<file path="config.mk">
export PLATFORM = sky130hd
export DESIGN_NAME = edp_mpy_seq
export DESIGN_NICKNAME = d
export VERILOG_FILES = /design/src/rtl/edp_seq_pkg.sv /design/src/rtl/edp_step_ctr.sv /design/src/rtl/edp_mpy_seq.sv
export SDC_FILE = /design/constraint.sdc
export NUM_CORES = 1
export LEC_CHECK = 0
export ABC_CLOCK_PERIOD_IN_PS = 2750
export CAP_MARGIN = 20
export CORE_MARGIN = 2
export CORE_UTILIZATION = 45
export CTS_CLUSTER_SIZE = 30
export DETAILED_ROUTE_END_ITERATION = 6
export PLACE_DENSITY = 0.82
export SETUP_SLACK_MARGIN = 0.2
export SYNTH_ARGS = -nofsm -noshare
export SYNTH_HDL_FRONTEND = slang
export SYNTH_SLANG_ARGS = --single-unit
</file>
<file path="constraint.sdc">
create_clock -name eboxClk -period 2.75 [get_ports eboxClk]
set_clock_uncertainty 0.1 [all_clocks]
set_input_delay 0.825 -clock eboxClk [delete_from_list [all_inputs] [get_ports eboxClk]]
set_output_delay 0.825 -clock eboxClk [all_outputs]
set_load 0.02 [all_outputs]
</file>
<file path="src/rtl/edp_seq_pkg.sv">
// Shared EDP sequencer types: state encodings, AD ops, select codes
// and the registered control bundle driven onto the EDP lines.
package edp_seq_pkg;

  typedef enum logic [2:0] {
    S_IDLE,
    S_INIT,
    S_ADDPH,
    S_SHPH,
    S_DONE
  } tMpyState;

  typedef enum logic [1:0] {
    PASS = 2'd0,
    ADD  = 2'd1,
    SUB  = 2'd2
  } tAdOp;

  localparam logic [2:0] SEL_AD = 3'b010;
  localparam logic [2:0] SEL_SH = 3'b100;

  typedef enum logic [1:0] {
    usrLOAD = 2'd0,
    usrSHL  = 2'd1,
    usrSHR  = 2'd2,
    usrHOLD = 2'd3
  } tUSRfunc;

  typedef struct packed {
    logic       busy;
    logic       done;
    tAdOp       ad_op;
    logic [2:0] ar_sel;
    logic [2:0] arx_sel;
    logic       ar_load;
    logic       arx_load;
    logic       arx_clr;
    tUSRfunc    mq_sel;
    logic [5:0] sh_count;
  } tMpyCtl;

  localparam tMpyCtl CTL_IDLE = '{
    busy:     1'b0,
    done:     1'b0,
    ad_op:    PASS,
    ar_sel:   SEL_AD,
    arx_sel:  SEL_AD,
    ar_load:  1'b0,
    arx_load: 1'b0,
    arx_clr:  1'b0,
    mq_sel:   usrHOLD,
    sh_count: 6'd0
  };

  // Booth radix-2 recoding of {current LSB, previous LSB}
  function automatic tAdOp booth_op(
    input logic cur,
    input logic prev
  );
    tAdOp op;
    case ({cur, prev})
      2'b10:   op = SUB;
      2'b01:   op = ADD;
      default: op = PASS;
    endcase
    return op;
  endfunction

endpackage

</file>
<file path="src/rtl/edp_step_ctr.sv">
// Loadable step down-counter; load saturates at MAX and the
// decrement stops at zero so the count never wraps.
module edp_step_ctr
  import edp_seq_pkg::*;
#(
  parameter int W   = 6,
  parameter int MAX = 36
) (
  input  logic         clk,
  input  logic         rst,
  input  logic         load,
  input  logic [W-1:0] load_val,
  input  logic         dec,
  output logic [W-1:0] count,
  output logic         zero,
  output logic         one
);

  localparam logic [W-1:0] MAXV = W'(MAX);

  always_ff @(posedge clk) begin
    if (rst) begin
      count <= '0;
    end else if (load) begin
      count <= (load_val > MAXV) ? MAXV : load_val;
    end else if (dec && !zero) begin
      count <= count - W'(1);
    end
  end

  assign zero = (count == '0);
  assign one  = (count == W'(1));

endmodule

</file>
<file path="src/rtl/edp_mpy_seq.sv">
// Booth radix-2 multiply microsequencer: alternates an AD phase and
// an AR/ARX/MQ shift phase per multiplier bit, product in AR,ARX.
module edp_mpy_seq
  import edp_seq_pkg::*;
#(
  parameter int STEP_W    = 6,
  parameter int MAX_STEPS = 36
) (
  input  logic              eboxClk,
  input  logic              eboxReset,
  input  logic              start,
  input  logic [STEP_W-1:0] steps,
  input  logic              abort,
  input  logic              mq35,
  output logic              busy,
  output logic              done,
  output logic [1:0]        adOp,
  output logic [2:0]        arSel,
  output logic [2:0]        arxSel,
  output logic              arLoad,
  output logic              arxLoad,
  output logic              arxClr,
  output logic [1:0]        mqSel,
  output logic [5:0]        shCount,
  output logic [STEP_W-1:0] stepsLeft
);

  tMpyState state;
  tMpyState state_nxt;
  tMpyCtl   ctl_q;
  tMpyCtl   ctl_d;
  logic     mq_prev;
  logic     mq_prev_d;
  logic     ctr_load;
  logic     ctr_dec;
  logic     cnt_zero;
  logic     cnt_one;

  logic [STEP_W-1:0] cnt;

  edp_step_ctr #(
    .W   (STEP_W),
    .MAX (MAX_STEPS)
  ) u_ctr (
    .clk      (eboxClk),
    .rst      (eboxReset),
    .load     (ctr_load),
    .load_val (steps),
    .dec      (ctr_dec),
    .count    (cnt),
    .zero     (cnt_zero),
    .one      (cnt_one)
  );

  always_ff @(posedge eboxClk) begin
    if (eboxReset) begin
      state   <= S_IDLE;
      ctl_q   <= CTL_IDLE;
      mq_prev <= 1'b0;
    end else begin
      state   <= state_nxt;
      ctl_q   <= ctl_d;
      mq_prev <= mq_prev_d;
    end
  end

  always_comb begin
    state_nxt = state;
    ctl_d     = CTL_IDLE;
    mq_prev_d = mq_prev;
    ctr_load  = 1'b0;
    ctr_dec   = 1'b0;
    // abort outranks everything, including start in IDLE
    if (abort) begin
      state_nxt = S_IDLE;
    end else begin
      unique case (state)
        S_IDLE: begin
          if (start) begin
            state_nxt = S_INIT;
            ctr_load  = 1'b1;
            mq_prev_d = 1'b0;
          end
        end
        S_INIT: begin
          ctl_d.busy    = 1'b1;
          ctl_d.arx_clr = 1'b1;
          ctl_d.mq_sel  = usrHOLD;
          state_nxt     = cnt_zero ? S_DONE : S_ADDPH;
        end
        S_ADDPH: begin
          ctl_d.busy    = 1'b1;
          ctl_d.ad_op   = booth_op(mq35, mq_prev);
          ctl_d.ar_sel  = SEL_AD;
          ctl_d.ar_load = 1'b1;
          ctl_d.mq_sel  = usrHOLD;
          state_nxt     = S_SHPH;
        end
        S_SHPH: begin
          ctl_d.busy     = 1'b1;
          ctl_d.ar_sel   = SEL_SH;
          ctl_d.arx_sel  = SEL_SH;
          ctl_d.sh_count = 6'd1;
          ctl_d.ar_load  = 1'b1;
          ctl_d.arx_load = 1'b1;
          ctl_d.mq_sel   = usrSHR;
          mq_prev_d      = mq35;
          ctr_dec        = 1'b1;
          state_nxt      = cnt_one ? S_DONE : S_ADDPH;
        end
        S_DONE: begin
          ctl_d.done = 1'b1;
          state_nxt  = S_IDLE;
        end
        default: begin
          state_nxt = S_IDLE;
        end
      endcase
    end
  end

  assign busy      = ctl_q.busy;
  assign done      = ctl_q.done;
  assign adOp      = ctl_q.ad_op;
  assign arSel     = ctl_q.ar_sel;
  assign arxSel    = ctl_q.arx_sel;
  assign shCount   = ctl_q.sh_count;
  assign stepsLeft = cnt;

  // abort must kill register writes in the very cycle it arrives
  assign arLoad  = ctl_q.ar_load & ~abort;
  assign arxLoad = ctl_q.arx_load & ~abort;
  assign arxClr  = ctl_q.arx_clr & ~abort;
  assign mqSel   = abort ? usrHOLD : ctl_q.mq_sel;

endmodule

</file>
==> impl_results.md, run 1 <==
- Status: finished, final reports clean
- Total GRT Usage: 15.6%
- Routed Antenna Nets: 0
- Pre-CTS setup slack: -0.339 ns
- Post-detailed-route wirelength per cell: 12.1 µm
- Final min period: 2.50 ns
- Area growth syn-to-layout: 24.4%
- Clk slew on worst S/H paths: 0.09 ns
- Vias per cell: 4.97
- Worst hold-check path type: reg2reg
- Clock sinks: 18
- Total grt overflow: 0
- Syn. warnings: 0
- Port Buffers: 29
- CTS H-Tree Depth: 1
- Drt initial violations: 15
- Switching power of the nets: 134 µW
- Peak supply drop: 223 µV
- Worst skew pair latency: 0.28 ns
- Vias in the first global route: 754
- Utilization after layout: 57.6%
- Max Root-Sink Buffers: 2
- Total wire length: 1.99 mm
- First-pass GRT wire length: 3.15 mm
- GR Util met2: 27.3%
- Placed inst area: 1240 µm²
- Post-synthesis sequential area ratio: 35.9%
- CTS tree: done
- Fin. max-slew vios: 0
- Startpoint Class: input pin
- Final hold vios: 0
- Core Area: 2170 µm²
- Power Dens Cells: 396 nW/µm²
- Io pins: 38
- Maxcap violations: 0
- Fillers: 207
- Busiest grt layer: met2
- Final worst slack: 0.246 ns
- Setup CP Type: in2out
- N_diodes: 0
- Register area: 360 µm²
- Area of the mapped netlist: 1000 µm²
- Ys async rst share: 0%
- Total CTS buffers: 3
- GPL Wtd Cong: 0.809
- WP data required: 1.83 ns
- Fmax: 399 MHz
- Mean Syn Cell Area: 8.81 µm²
- Critical path capture point type: primary output
- DRC: 0
- # rows: 17
- Starting Density: 46.3%
- Switching share of power: 27.2%
- DIE AREA: 2630 µm²
- Fraction of layout cells with a size suffix above 1: 12.4%
- Final setup vio count: 0
- Leakage: 0.000466 µW
- Number of synthesized flops with an enable pin: 0
- Synth Flop Type: dfxtp_1
- Initial antenna violation count: 0
- CP Max Fanout: 5
- Clk root buf: clkbuf_4
- Post-route cell area: 1250 µm²
- Clock power frac: 25.3%
- Synth cell types: 34
- Seq pwr share: 56.0%
- RSZ-0062 raised after global routing: false
- Area occupied by multi-input gates: 505 µm²
- Syn Inst Count: 114
- Logic pwr share: 18.7%
- Internal power: 360 µW
- # nets final: 152
- Final HPWL DP: 1.54 mm
- Met1 GRT Util: 19.2%
- Die X: 51.3 µm
- Tcrit/Tclk final: 91.1%
- Routed vias: 820
- Crit path DAT: 1.58 ns
- Yosys reg bits: 18
- Largest net degree at the start of global routing: 13
- Die H: 51.3 µm
- Met3 Use GR: 3.22%
- DR pass1 iterations: 4
-- kinds of logic (layout without fill, tap and decap cells) --
group / count (synthesis) / count (layout) / synth area share, %
adders and majority gates: 2 / 2 / 2.49
muxes: 2 / 2 / 2.12
AOI/OAI and AO/OA: 13 / 13 / 10.1
xor gates and xnor gates: 1 / 1 / 0.872
buffers and inverters: 24 / 41 / 16.1
other: 2 / 8 / 0.747
DFF: 18 / 18 / 35.9
and+or+nand+nor: 52 / 52 / 31.8
-- path summary, 6_finish.rpt --
check	start	end	slack [ns]	cells after the start
max	abort	arxLoad	0.25	3
min	mq_prev	adOp[1]	0.35	1
max reg2reg	state[1]	u_ctr.count[0]	0.97	4
min reg2reg	mq_prev	adOp[1]	0.35	1
-- per-stage QoR --
step	std cells	total power [µW]	hold slack, ns	setup TNS (ns)
floorplan	120	347	0.310	0
global placement	162	373	0.324	-0.873
detailed placement	162	375	0.331	-1.08
CTS	165	494	0.344	0
global route	165	521	0.368	0
finish	165	495	0.345	0
-- sequential cells by signal, indices dropped and copies added (netlist names) --
signal and cells:
state 3, adOp 2, u_ctr.count 6, arxSel 2, done 1, mq_prev 1, busy 1, ctl_q 2
-- layout by cell type, fill, tap and decap left out, types with 4 or more instances in the layout --
master | netlist | final
dfxtp_1 | 18 | 18
clkdlybuf4s50_1 | 0 | 24
or3_1 | 4 | 4
nand3_1 | 7 | 7
nand2_1 | 7 | 7
nor3_1 | 5 | 5
conb_1 | 2 | 8
nor2_1 | 13 | 13
inv_1 | 6 | 6
-- worst max-delay path: stages --
cell             delay [ns]
dlygate4sd2_1          0.28
nor2b_1                0.14
clkdlybuf4s15_1        0.33
-- timing repair --
item / 4_1_cts / 5_1_grt
endpoints found under the setup margin: 4 / 1
hold endpoints to repair: 0 / 0
resized for setup: 8 / 1
setup buffers: 0 / 0
hold buffers: 0 / 0
-- Yosys cell counts, drive strengths merged, types with 2 or more instances --
library cell	instances	area [µm²]
nand2	7	26.3
a21oi	4	23.8
nor3b	3	22.5
nor2	13	48.8
ha	2	25.0
nor3	5	25.0
and3	2	15.0
conb	2	7.51
nand3	7	35.0
buf	17	135
a211oi	3	22.5
a31oi	2	12.5
inv	6	22.5
or3	4	25.0
nor2b	3	18.8
dfxtp	18	360
-- routing by layer --
metal  up-vias  wire (µm)
met2        41        971
met1       360        870
met5         -          0
met3         2        147
met4         0          3
li1        417          -
-- layout make-up --
cell class	instances	area share (%)
tap	28	2.80
timing repair buffer	32	24.3
multi-input combinational	78	40.4
inverter	6	1.80
clock buffer	3	1.80
sequential	18	28.8
-- power by group through the flow --
stage | clock network, µW | registers [µW] | logic [µW]
global route | 143 | 279 | 99.6
global placement | 0 | 283 | 90.1
CTS | 124 | 277 | 92.1
floorplan | 0 | 286 | 60.5
finish | 125 | 277 | 92.4
detailed placement | 0 | 283 | 92.3
No activity file was read; power rests on OpenSTA's default activity.
==> inputs of run 2 (changes only) <==
--- a/config.mk
+++ b/config.mk
@@ -8,10 +8,10 @@
 export ABC_CLOCK_PERIOD_IN_PS = 2750
 export CAP_MARGIN = 20
 export CORE_MARGIN = 2
-export CORE_UTILIZATION = 45
+export CORE_UTILIZATION = 35
 export CTS_CLUSTER_SIZE = 30
 export DETAILED_ROUTE_END_ITERATION = 6
-export PLACE_DENSITY = 0.82
+export PLACE_DENSITY = 0.66
 export SETUP_SLACK_MARGIN = 0.2
 export SYNTH_ARGS = -nofsm -noshare
 export SYNTH_HDL_FRONTEND = slang
==> run 2 against run 1 <==
Core utilization shrank 12 points. Power grew 0.68%. Die area grew 26%. Sequential share of layout area shrank 0.086 points. Final area grew 0.30%. Flip-flop and latch count is the same. Routed wire length shrank 0.50%.
==> impl_results.md, run 2 (synthesis gave the netlist of run 1 again) <==
- Final setup vio count: 0 (unchanged)
- CTS H-Tree Depth: 1 (unchanged)
- Initial antenna violation count: 0 (unchanged)
- Largest net degree at the start of global routing: 13 (unchanged)
- Critical path's largest stage delay: 0.30 ns (-0.03 ns)
- Dpl cells: 165 (+1.9%)
- Total GRT Usage: 13.2% (-2.4 points)
- Drt initial violations: 18 (+3)
- Total grt overflow: 0 (unchanged)
- Die X: 57.6 µm (+12%)
- R2R Setup Slk: 0.96 ns (about the same)
- Final HPWL DP: 1.55 mm (+0.80%)
- Total CTS buffers: 3 (unchanged)
- Max Root-Sink Buffers: 2 (unchanged)
- Clk slew on worst S/H paths: 0.10 ns (about the same)
- N_diodes: 0 (unchanged)
- Leakage: 0.000466 µW (about the same)
- Vias in the first global route: 801 (+6.2%)
- GPL Wtd Cong: 0.778 (-3.8%)
- Largest Register: u_ctr.count
- Hold path depth: 1 (unchanged)
- Clk root buf: clkbuf_4
- Core Area: 2730 µm² (+26%)
- Final worst slack: 0.271 ns (+0.0257 ns)
- Clock sinks: 18 (unchanged)
- Area growth syn-to-layout: 24.8%
- RSZ-0062 raised after global routing: false
- Final min period: 2.48 ns (-0.0257 ns)
- Worst r2r src: u_ctr.count[0]
- R2R cell count: 5 (+1)
- DIE AREA: 3320 µm² (+26%)
- Total wire length: 1.98 mm (-0.50%)
- Critical path's slowest cell: or2_2
- Fraction of layout cells with a size suffix above 1: 12.4% (unchanged)
- CTS tree: done
- First-pass GRT wire length: 3.46 mm (+9.6%)
- Power Dens Cells: 397 nW/µm² (+0.38%)
- Port Buffers: 29 (unchanged)
- WP data required: 1.83 ns (about the same)
- Setup CP Type: in2out
- Routed vias: 819 (-0.12%)
- Hold Startpoint: mq_prev
- Min-Delay Endpoint: adOp[1]
- Setup_tns: 0 ns (unchanged)
- Maxcap violations: 0 (unchanged)
- Status: finished, final reports clean
- Starting Density: 36.8% (-9.6 points)
- Startpoint Class: input pin
- Tcrit/Tclk final: 90.1% (-0.93 points)
- Fin. max-slew vios: 0 (unchanged)
- Max reg flops: 6 (unchanged)
- Most frequent cells in the layout: clkdlybuf4s50_1 (24), dfxtp_1 (18), nor2_1 (13)
- # rows: 19 (+2)
- Peak supply drop: 173 µV (-22%)
- Final cell count without fillers: 168 (+1.8%)
- Io pins: 38 (unchanged)
- Fillers: 292 (+41%)
- Worst Setup SP: abort
- Pre-CTS setup slack: -0.331 ns (+0.00865 ns)
- Post CTS Setup Buffer Count: 0 (unchanged)
- Vias per cell: 4.88 (-1.9%)
- CP cell instances: dlygate4sd2_1 > or2_2 > buf_2
- Commonest non-fill, non-tap cell in the layout: clkdlybuf4s50_1
- Post-detailed-route wirelength per cell: 11.8 µm (-2.3%)
- Final Total Pwr: 498 µW (+0.68%)
- Worst hold-check path type: reg2reg
- Worst R2R End: u_ctr.count[1]
- Hold slack: 0.347 ns (+0.00212 ns)
- # nets final: 152 (unchanged)
- DRC: 0 (unchanged)
- Fmax: 403 MHz (+1.0%)
- CP Max Fanout: 5 (unchanged)
- Largest regs: u_ctr.count (6), state (3)
- Critical path capture point type: primary output
- DR pass1 iterations: 4 (unchanged)
- Crit path DAT: 1.55 ns (-0.03 ns)
- Die H: 57.6 µm (+12%)
- Final hold vios: 0 (unchanged)
- Routed Antenna Nets: 0 (unchanged)
- Worst skew pair latency: 0.29 ns (about the same)
## run 2: layout make-up
| type | instances | area (µm²) | share of cell area (%) |
|---|---|---|---|
| clock buffer | 3 | 22.5 | 1.80 |
| inverter | 6 | 22.5 | 1.80 |
| multi-input combinational | 78 | 505 | 40.3 |
| sequential | 18 | 360 | 28.7 |
| tap | 31 | 38.8 | 3.09 |
| timing repair buffer | 32 | 304 | 24.3 |
## run 2: critical path, delay by kind of cell
family                 cells  cell delay [ns]
buffers and inverters      2             0.43
and+or+nand+nor            1             0.30
## run 2: worst max path at each step
stage          endpoint  slack, ns  cells past startpoint
3_3_place_gp   mqSel[0]      -0.31                      3
5_1_grt         arxLoad       0.21                      3
3_5_place_dp   mqSel[0]      -0.33                      3
4_1_cts         arxLoad       0.25                      3
6_report       mqSel[0]       0.27                      3
2_1_floorplan  mqSel[0]       0.54                      2
## run 2: layer usage
layer | routed length [µm] | vias up | part of all wire [%] | global-route usage (%)
met5 | 0 | - | 0 | 0
met4 | 20 | 0 | 1.0 | 6.31
met3 | 155 | 2 | 7.8 | 3.17
met2 | 901 | 33 | 45 | 20.9
met1 | 906 | 366 | 46 | 16.8
li1 | - | 418 | - | -
## run 2: repair_timing
| action | in CTS | in global routing |
|---|---|---|
| endpoints found under the hold margin | 0 | 0 |
| cloned | 0 | 0 |
| gates resized for setup | 8 | 1 |
| endpoints found under the setup margin | 4 | 1 |
| pin swaps | 0 | 0 |
| hold buffers | 0 | 0 |
## run 2: where the power goes
part           total (µW)  leakage [µW]  switching [µW]  internal [µW]
sequential            277      0.000146            10.2            267
clock                 129     0.0000138            78.3           51.0
combinational        91.7      0.000306            49.0           42.7
## run 2: per-stage QoR
stage	util (%)	area, µm²
after detailed placement	45.4	1240
final	45.9	1250
after global routing	45.9	1250
after floorplan	-	1030
after CTS	45.8	1250
after global placement	45.4	1240
